## src/rtl/position_pkg.sv

```systemverilog
// position_pkg: shared state/command types and position constants for position_ctrl
// Contents:
//   state_e      MANUAL / SWEEP controller states
//   cmd_e        registered command encoding driven towards the position register
//   POS_WIDTH    default position bus width
//   POS_MAX_LEFT one-hot value of the leftmost position
//   POS_HOME     one-hot value of the home (rightmost) position
package position_pkg;
  localparam int POS_WIDTH = 8;
  localparam logic [POS_WIDTH-1:0] POS_MAX_LEFT = POS_WIDTH'(1) << (POS_WIDTH - 1);
  localparam logic [POS_WIDTH-1:0] POS_HOME = POS_WIDTH'(1);
  typedef enum logic {MANUAL, SWEEP} state_e;
  typedef enum logic [1:0] {CMD_NONE, CMD_L, CMD_R, CMD_HOME} cmd_e;
endpackage

```

## src/rtl/position_ctrl_btn_debounce.sv

```systemverilog
// btn_debounce: 2-flop synchroniser, stability debouncer and registered press pulse
// Ports:
//   clk    system clock
//   rst_n  synchronous active-low reset
//   raw    raw asynchronous button input
//   level  debounced button level
//   press  one-cycle pulse the cycle after level rises
module btn_debounce #(
  parameter int DEB_CYCLES = 4
) (
  input  logic clk,
  input  logic rst_n,
  input  logic raw,
  output logic level,
  output logic press
);
  localparam int CW = $clog2(DEB_CYCLES);
  logic [1:0] sync;
  logic [CW-1:0] cnt;
  logic level_d;
  always_ff @(posedge clk)
    if (!rst_n) begin
      sync <= '0;
      cnt <= '0;
      level <= 1'b0;
      level_d <= 1'b0;
      press <= 1'b0;
    end else begin
      sync <= {sync[0], raw};
      level_d <= level;
      press <= level & ~level_d;
      if (sync[1] == level) cnt <= '0;
      else if (cnt == CW'(DEB_CYCLES - 1)) begin
        level <= sync[1];
        cnt <= '0;
      end else cnt <= cnt + CW'(1);
    end
endmodule

```

## src/rtl/position_ctrl.sv

```systemverilog
// position_ctrl: button-driven command sequencer for the one-hot LED position register
// Ports:
//   clk, rst_n                   clock, synchronous active-low reset
//   btn_l, btn_r, btn_c, btn_u   raw left / right / mode / home buttons
//   pos                          current one-hot position (bit WIDTH-1 = max left)
//   step_l, step_r, home         one-cycle commands to the position register
//   sweep_mode                   high while in SWEEP
// Optional: POSITION_CTRL_HOLD_REPEAT_EN adds auto-repeat of held L/R in MANUAL.
import position_pkg::*;
module position_ctrl #(
  parameter int WIDTH = POS_WIDTH,
  parameter int DEB_CYCLES = 4,
  parameter int SWEEP_DIV = 8
) (
  input  logic clk,
  input  logic rst_n,
  input  logic btn_l,
  input  logic btn_r,
  input  logic btn_c,
  input  logic btn_u,
  input  logic [WIDTH-1:0] pos,
  output logic step_l,
  output logic step_r,
  output logic home,
  output logic sweep_mode
);
  localparam int TW = $clog2(SWEEP_DIV);
  // rescales the package's leftmost-bit constant to this instance's WIDTH
  localparam logic [WIDTH-1:0] MAX_L = WIDTH'({POS_MAX_LEFT, {WIDTH{1'b0}}} >> POS_WIDTH);
  logic [3:0] raw, lvl, prs;
  logic press_l, press_r, press_c, press_u, valid, at_l, at_r, tick, dir, dir_n, unused_lvl;
  logic [TW-1:0] tick_cnt, tick_n;
  state_e state, state_n;
  cmd_e cmd, cmd_n;
  assign raw = {btn_u, btn_c, btn_r, btn_l};
  for (genvar i = 0; i < 4; i++) begin : g_btn
    btn_debounce #(.DEB_CYCLES(DEB_CYCLES)) u_deb (
      .clk(clk),
      .rst_n(rst_n),
      .raw(raw[i]),
      .level(lvl[i]),
      .press(prs[i])
    );
  end
  assign {press_u, press_c, press_r, press_l} = prs;
  assign unused_lvl = ^lvl;
  assign valid = (pos != '0) && ((pos & (pos - WIDTH'(1))) == '0);
  assign at_l = |(pos & MAX_L);
  assign at_r = |(pos & WIDTH'(POS_HOME));
  assign tick = (state == SWEEP) && (tick_cnt == TW'(SWEEP_DIV - 1));
  assign step_l = cmd == CMD_L;
  assign step_r = cmd == CMD_R;
  assign home = cmd == CMD_HOME;
  assign sweep_mode = state == SWEEP;
`ifdef POSITION_CTRL_HOLD_REPEAT_EN
  localparam int HW = $clog2(4 * SWEEP_DIV);
  logic [HW-1:0] hold_cnt, hold_cnt_n;
  logic hold_l, hold_r, hold_l_n, hold_r_n, hold_l_ok, hold_r_ok, rep;
  // a hold survives only while its own button alone stays down in MANUAL
  assign hold_l_ok = hold_l & lvl[0] & ~lvl[1] & (state == MANUAL);
  assign hold_r_ok = hold_r & lvl[1] & ~lvl[0] & (state == MANUAL);
  assign rep = (hold_l_ok | hold_r_ok) && (hold_cnt == HW'(4 * SWEEP_DIV - 1));
`endif
  always_ff @(posedge clk)
    if (!rst_n) begin
      state <= MANUAL;
      cmd <= CMD_NONE;
      dir <= 1'b0;
      tick_cnt <= '0;
`ifdef POSITION_CTRL_HOLD_REPEAT_EN
      hold_l <= 1'b0;
      hold_r <= 1'b0;
      hold_cnt <= '0;
`endif
    end else begin
      state <= state_n;
      cmd <= cmd_n;
      dir <= dir_n;
      tick_cnt <= tick_n;
`ifdef POSITION_CTRL_HOLD_REPEAT_EN
      hold_l <= hold_l_n;
      hold_r <= hold_r_n;
      hold_cnt <= hold_cnt_n;
`endif
    end
  always_comb begin
    state_n = state;
    dir_n = dir;
    cmd_n = CMD_NONE;
    tick_n = (state == SWEEP && !tick) ? tick_cnt + TW'(1) : '0;
`ifdef POSITION_CTRL_HOLD_REPEAT_EN
    hold_l_n = hold_l_ok;
    hold_r_n = hold_r_ok;
    // after the first repeat, rewind so later repeats come every SWEEP_DIV
    hold_cnt_n = rep ? HW'(3 * SWEEP_DIV) : hold_cnt + HW'(1);
`endif
    if (press_u) begin
      cmd_n = CMD_HOME;
      state_n = MANUAL;
      tick_n = '0;
`ifdef POSITION_CTRL_HOLD_REPEAT_EN
      hold_l_n = 1'b0;
      hold_r_n = 1'b0;
`endif
    end else if (!valid) cmd_n = CMD_HOME;
    else if (press_c) begin
      state_n = (state == MANUAL) ? SWEEP : MANUAL;
      dir_n = (state == MANUAL) ? 1'b1 : dir;
      tick_n = '0;
`ifdef POSITION_CTRL_HOLD_REPEAT_EN
      hold_l_n = 1'b0;
      hold_r_n = 1'b0;
`endif
    end else if (state == MANUAL) begin
      if (press_l ^ press_r) cmd_n = press_l ? (at_l ? CMD_NONE : CMD_L) : (at_r ? CMD_NONE : CMD_R);
`ifdef POSITION_CTRL_HOLD_REPEAT_EN
      if (press_l | press_r) begin
        hold_l_n = press_l & ~press_r;
        hold_r_n = press_r & ~press_l;
        hold_cnt_n = '0;
      end else if (rep) cmd_n = hold_l_ok ? (at_l ? CMD_NONE : CMD_L) : (at_r ? CMD_NONE : CMD_R);
`endif
    end else if (tick) begin
      // bounce at an end: reverse direction and step away on the same tick
      cmd_n = dir ? (at_l ? CMD_R : CMD_L) : (at_r ? CMD_L : CMD_R);
      dir_n = dir ? ~at_l : at_r;
    end
  end
endmodule

```

## config.mk

```make
export PLATFORM = sky130hd
export DESIGN_NAME = position_ctrl
export DESIGN_NICKNAME = d
export VERILOG_FILES = /design/src/rtl/position_pkg.sv /design/src/rtl/position_ctrl_btn_debounce.sv /design/src/rtl/position_ctrl.sv
export SDC_FILE = /design/constraint.sdc
export NUM_CORES = 1
export LEC_CHECK = 0
export ABC_CLOCK_PERIOD_IN_PS = 1900
export CAP_MARGIN = 40
export CORE_MARGIN = 2
export CORE_UTILIZATION = 43
export DETAILED_ROUTE_END_ITERATION = 10
export SYNTH_ARGS = -nofsm -noshare
export SYNTH_HDL_FRONTEND = slang
export SYNTH_SLANG_ARGS = --single-unit
export TNS_END_PERCENT = 1
```

## constraint.sdc

```tcl
create_clock -name clk -period 1.9 [get_ports clk]
set_input_delay 0.57 -clock clk [delete_from_list [all_inputs] [get_ports clk]]
set_output_delay 0.57 -clock clk [all_outputs]
set_load 0.02 [all_outputs]
```

# After elaboration in Yosys (flattened, before gate mapping)
# Index checks and enable logic that the tools add are counted.
[totals] inputBits=14 register_bits=35 output_inout_bits=4
[op_classes] bitwise_logic=17 reduce_logical=19 mux=21 eq_ne=13 addsub=6
[op_table] operator="2-bit 2-to-1 mux" n=11
[op_table] operator="2-bit == test (second input constant)" n=6
[op_table] operator="3-bit OR reduction" n=4
[op_table] operator="1-bit NOT" n=11
[op_table] operator="2-bit AND reduction" n=5
[op_table] operator="3-bit 2-to-1 mux" n=3
[op_table] operator="2-bit by 1-bit adder with 2-bit output (second input constant)" n=4
[op_table] operator="8-bit bitwise AND" n=1
[op_table] operator="8-bit zero test" n=1
[op_table] operator="8-bit nonzero test" n=1
[op_table] operator="8-bit by 1-bit subtractor with 8-bit output (second input constant)" n=1
[op_table] operator="1-bit 2-to-1 mux" n=7
[op_table] operator="5-bit AND reduction" n=1
[op_table] operator="1-bit bitwise AND" n=4
[op_table] operator="1-bit == test" n=4
[op_table] operator="2-bit nonzero test" n=2
[op_table] operator="3-bit by 1-bit adder with 3-bit output (second input constant)" n=1
[op_table] operator="3-bit == test (second input constant)" n=1
[op_table] operator="1-bit logical AND" n=3
[op_table] operator="2-bit by 1-bit == test with 1-bit output (second input constant)" n=1
[op_table] operator="2-bit != test (second input constant)" n=1
[op_table] operator="2-bit OR reduction" n=1
[op_table] operator="1-bit zero test" n=1
[op_table] operator="1-bit bitwise XOR" n=1

# Logic depth before layout (Yosys ltp)
[logic_depth] word_depth=7 mapped_depth=6

# Cells and area by module
# From an unflattened synthesis, not the netlist that was laid out.
[hier_totals] hier_cells=119 hier_area_um2=1362.6
[modules_own_cells] mod="btn_debounce" cells_each=17 n_inst=4 area_each_um2=225.2
[modules_own_cells] mod="position_ctrl" cells_each=51 n_inst=1 area_each_um2=461.7

# Worst setup path after synthesis
# OpenSTA, ideal clock, no wires.
[synth_timing] path_type="input to register" startpoint="in pos[5]" endpoint="reg cmd[1]" slack_ps=137 arrival_ps=1643 stages=5 t_required_ps=1780 path_cell_list="a211oi_1 nor2_1 or3_4 and2_4 o31a_1"
[synth_between] elab_chain_cells=6
[synth_rtl] item="start: declaration" line_no="position_ctrl.sv:21" text="input logic [WIDTH-1:0] pos,"
[synth_rtl] item="8-bit by 1-bit subtractor with 8-bit output" line_no="position_ctrl.sv:47" text="assign valid = (pos != '0) && ((pos & (pos - WIDTH'(1))) == '0);"
[synth_rtl] item="8-bit bitwise AND" line_no="position_ctrl.sv:47"
[synth_rtl] item="8-bit zero test" line_no="position_ctrl.sv:47"
[synth_rtl] item="1-bit logical AND (*)" line_no="position_ctrl.sv:47"
[synth_rtl] item="2-bit 2-to-1 mux (*)" line_no="position_ctrl.sv:105" text="end else if (!valid) cmd_n = CMD_HOME;"
[synth_rtl] item="2-bit 2-to-1 mux (*)" line_no="position_ctrl.sv:97" text="if (press_u) begin"
[synth_rtl] item="end signal: assignment" line_no="position_ctrl.sv:77" text="cmd <= cmd_n;"
[synth_rtl] item="end: declaration" line_no="position_ctrl.sv:34" text="cmd_e cmd, cmd_n;"
# Mark *: on every way between the ends. The rest lies on a longest branch, timed or not.
# A chain may end at the register's enable or synchronous reset.

# Worst setup path after layout
[layout_timing] startpoint="in pos[6]" endpoint="reg cmd[1]"
# The elaborated chain is that of the path after synthesis.

==> results.py <==
metrics = {
    "timing": {
        "hold_slack_ns": 0.3850,
        "fmax_ghz": 0.5372,
        "rsz0062_at_grt": "false",
        "finClkSkew_ns": 0.003687,
        "fin_setup_tns_ns": 0,
        "worst_pin_slew_ns": 0.3268,
        "slew_violations": 0,
        "fin_crit_ns": 1.862,
        "slew_headroom_pct": 78.05,
        "final_hold_viol_count": 0,
        "final-setup-viol-count": 0,
        "finalCritPeriodShare_pct": 97.98,
    },
    "layout": {
        "fin_util_pct": 55.86,
        "stdcell_area_sq_mm": 0.001705,
        "drive_gt1_share_pct": 13.33,
        "fin_cells": 194,
        "syn2layout_area_growth_pct": 24.02,
        "insertedDiodeCount": 0,
        "ff_latch_area_sq_um": 700.7,
        "layout.nets": 171,
        "multi_input_area_sq_um": 680.7,
        "fillers": 300,
    },
    "critical_path": {
        "timing.rr.start": "tick_cnt[0]",
        "r2r_setup_slack_ns": 0.46,
        "crit_slowest_cell": "clkdlybuf4s50_1",
        "critPathArrivalTime_ns": 2.08,
        "rr_endpoint": "cmd[1]",
        "cp.required_ns": 2.12,
        "crit_path_max_fanout": 3,
        "path_buf_inv": 1,
        "max_stage_delay_ns": 0.42,
        "path_delay_family": "simple AND/OR/NAND/NOR gates",
        "cp_cell_sequence": "clkdlybuf4s50_1, nor2_1, nand2_1, or3_4, and2_4, o31a_1",
        "crit_path_start_kind": "input port",
        "crit_type": "in -> reg",
        "critPathCaptureType": "register",
        "rr_worst_depth": 6,
    },
    "floorplan": {
        "die_area_sq_mm": 0.003666,
        "die_y_um": 60.55,
        "io_pins": 18,
        "die_w_um": 60.55,
        "start_util_pct": 45.04,
        "rows": 20,
        "core_sq_mm": 0.003053,
    },
    "worst_hold_path": {
        "hold_end": "g_btn[0].u_deb.press",
        "min_from": "g_btn[0].u_deb.level_d",
        "min_path_cells": 1,
        "hold_class": "reg -> reg",
    },
    "logic_synthesis": {
        "syn_avg_cell_area_sq_um": 11.27,
        "netlist_area_sq_mm": 0.001375,
        "yosys.cell_types.count": 33,
        "yosysTopAreaCell": "dfxtp_1",
        "syn_nets": 142,
        "synth_commonest_cells": "dfxtp_1, and2_1, nor2b_1, nor2_1, ha_1",
        "async_reset_ff_share_pct": 0,
        "synth.area.top_cells": "dfxtp_1, and2_1, ha_1",
        "yosysSeqAreaShare_pct": 50.96,
        "synth.top_cell.area_share_pct": 50.96,
        "synth_cells": 122,
        "post-synth-top-count-cell": "dfxtp_1",
        "yosys_warnings": 0,
        "synth_ff_type": "dfxtp_1",
        "synth_seq_cells": 35,
        "synth_enable_flop_cells": 0,
    },
    "route": {
        "drc": 0,
        "drt_iter0_drc": 25,
        "drt_wl_total_um": 2219,
        "antenna_left": 0,
        "via_per_inst": 4.979,
        "vias": 966,
        "first_pass_iters": 4,
        "routedWlPerCell_um": 11.44,
    },
    "global_route": {
        "track_usage_pct": 14.27,
        "grt_pass1_vias": 959,
        "grt_pass1_wl_um": 3815,
        "antenna_found_initial": 0,
        "grt-ovfl-total": 0,
        "grt_start_max_net_pins": 23,
    },
    "clock_network": {
        "cts_root_buf": "clkbuf_4",
        "cts_max_level": 2,
        "post-cts-setup-buffers": 0,
        "cts.sinks": 35,
        "cts_inserted_buffers": 5,
        "clock_path_buffers": 2,
        "clkTransAtPathRegs_ns": 0.09,
        "worst_skew_pair.late_latency_ns": 0.32,
        "cts_tree": "done",
        "holdBufCountCts": 0,
    },
    "pwr": {
        "switching_share_pct": 21.79,
        "total_switching_power_uw": 260.2,
        "seqPwrFrac_pct": 63.0,
        "p_int_uw": 933.8,
        "p_comb_share_pct": 8.0,
        "peakVddDrop_mv": 0.4220,
        "pwr-share-clk_pct": 29.0,
        "p_per_area_mw_per_mm2": 700.1,
        "p_leak_nw": 0.7322,
    },
    "status": {
        "status": "completed",
    },
    "placement": {
        "place_congestion": 0.7251,
        "dp_hpwl_um": 1646,
        "placed_area_sq_mm": 0.001645,
        "dp.cells": 188,
        "io_buffers": 17,
    },
    "run": {
        "max-cap-violations": 0,
    },
}
area by class of cell:
cell class	instances	area share, %
sequential	35	41.09
multi-input combinational	84	39.91
timing repair buffer	24	13.13
tap	44	3.228
clock buffer	6	2.421
inverter	1	0.2201
flip-flops by register name, summed over array words and instances, names as in the netlist:
signal	flops
cmd	2
dir	1
g_btn.u_deb.cnt	8
g_btn.u_deb.level	4
g_btn.u_deb.level_d	4
g_btn.u_deb.press	4
g_btn.u_deb.sync	8
sweep_mode	1
tick_cnt	3
power by group through the flow:
stage | registers, mW | logic [mW] | clock network (mW)
floorplan | 0.768 | 0.0388 | 0
global placement | 0.769 | 0.0954 | 0
detailed placement | 0.770 | 0.0970 | 0
CTS | 0.753 | 0.0940 | 0.361
global route | 0.755 | 0.104 | 0.394
finish | 0.752 | 0.0951 | 0.346
how the worst max path moves through the flow:
stage            from    endpoint  slack (ns)  cells past startpoint
2_1_floorplan  pos[5]      cmd[1]        0.14                      5
3_3_place_gp   pos[2]      cmd[0]       -0.41                      6
3_5_place_dp   pos[2]  sweep_mode       -0.44                      6
4_1_cts        pos[3]  sweep_mode       -0.09                      6
5_1_grt        pos[6]         dir       0.002                      6
6_report       pos[6]      cmd[1]        0.04                      6
per-layer routing:
layer	share of wire, %	vias to the layer above	wire, um	global-route usage [%]
li1	-	489	-	-
met5	0	-	0	0
met2	49	25	1085	25.78
met4	0.54	0	12	5.590
met1	44	450	981	14.38
met3	6.3	2	140	6.397
through the flow:
step	power, mW	worst slack [ns]
2_1_floorplan	0.8067	0.1374
3_3_place_gp	0.8646	-0.4083
3_5_place_dp	0.8668	-0.4411
4_1_cts	1.208	-0.08975
5_1_grt	1.253	0.001780
6_report	1.194	0.03845
worst register-to-register path, stage by stage, from the launching register on:
cell and delay [ns]:
dfxtp_1 0.33, ha_1 0.19, ha_1 0.22, nand3_1 0.14, nor2_1 0.07, a21o_1 0.16
o31a_1 0.23
placed cells by master, fill, tap and decap left out, drive strengths merged:
master         synthesis  layout
a21o                   1       1
nor3b                  2       2
mux2i                  5       5
nand3b                 1       1
or3                    1       1
dfxtp                 35      35
and4b                  4       4
o31a                   2       2
nand3                  1       1
nor2b                 11      11
xor2                   4       4
and4                   1       1
nor4bb                 4       4
and2                  14      14
inv                    1       1
or2b                   1       1
nand2b                 1       1
nor4                   2       2
nand2                  3       3
clkdlybuf4s50          0       9
ha                     6       6
dlymetal6s2s           0       3
clkbuf                 2       6
nor3                   1       1
nand4b                 4       4
a211oi                 2       2
a221oi                 1       1
nor2                   7       7
nor4b                  1       1
buf                    0       7
dlygate4sd2            0       5
a21oi                  2       2
o221a                  1       1
a31oi                  1       1
logic make-up after synthesis:
| family | count (synthesis) | share of synthesized area [%] |
|---|---|---|
| simple gates | 59 | 30.30 |
| buf+inv | 3 | 0.8189 |
| compound gates | 10 | 6.278 |
| flops | 35 | 50.96 |
| xor+xnor | 4 | 2.548 |
| mux | 5 | 3.640 |
| fa+ha+maj | 6 | 5.459 |
what timing repair did:
action,CTS,global route
endpoints found under the setup margin,11,7
pin swaps,0,4
resized for setup,5,6
Power figures use the tool's default switching activity.
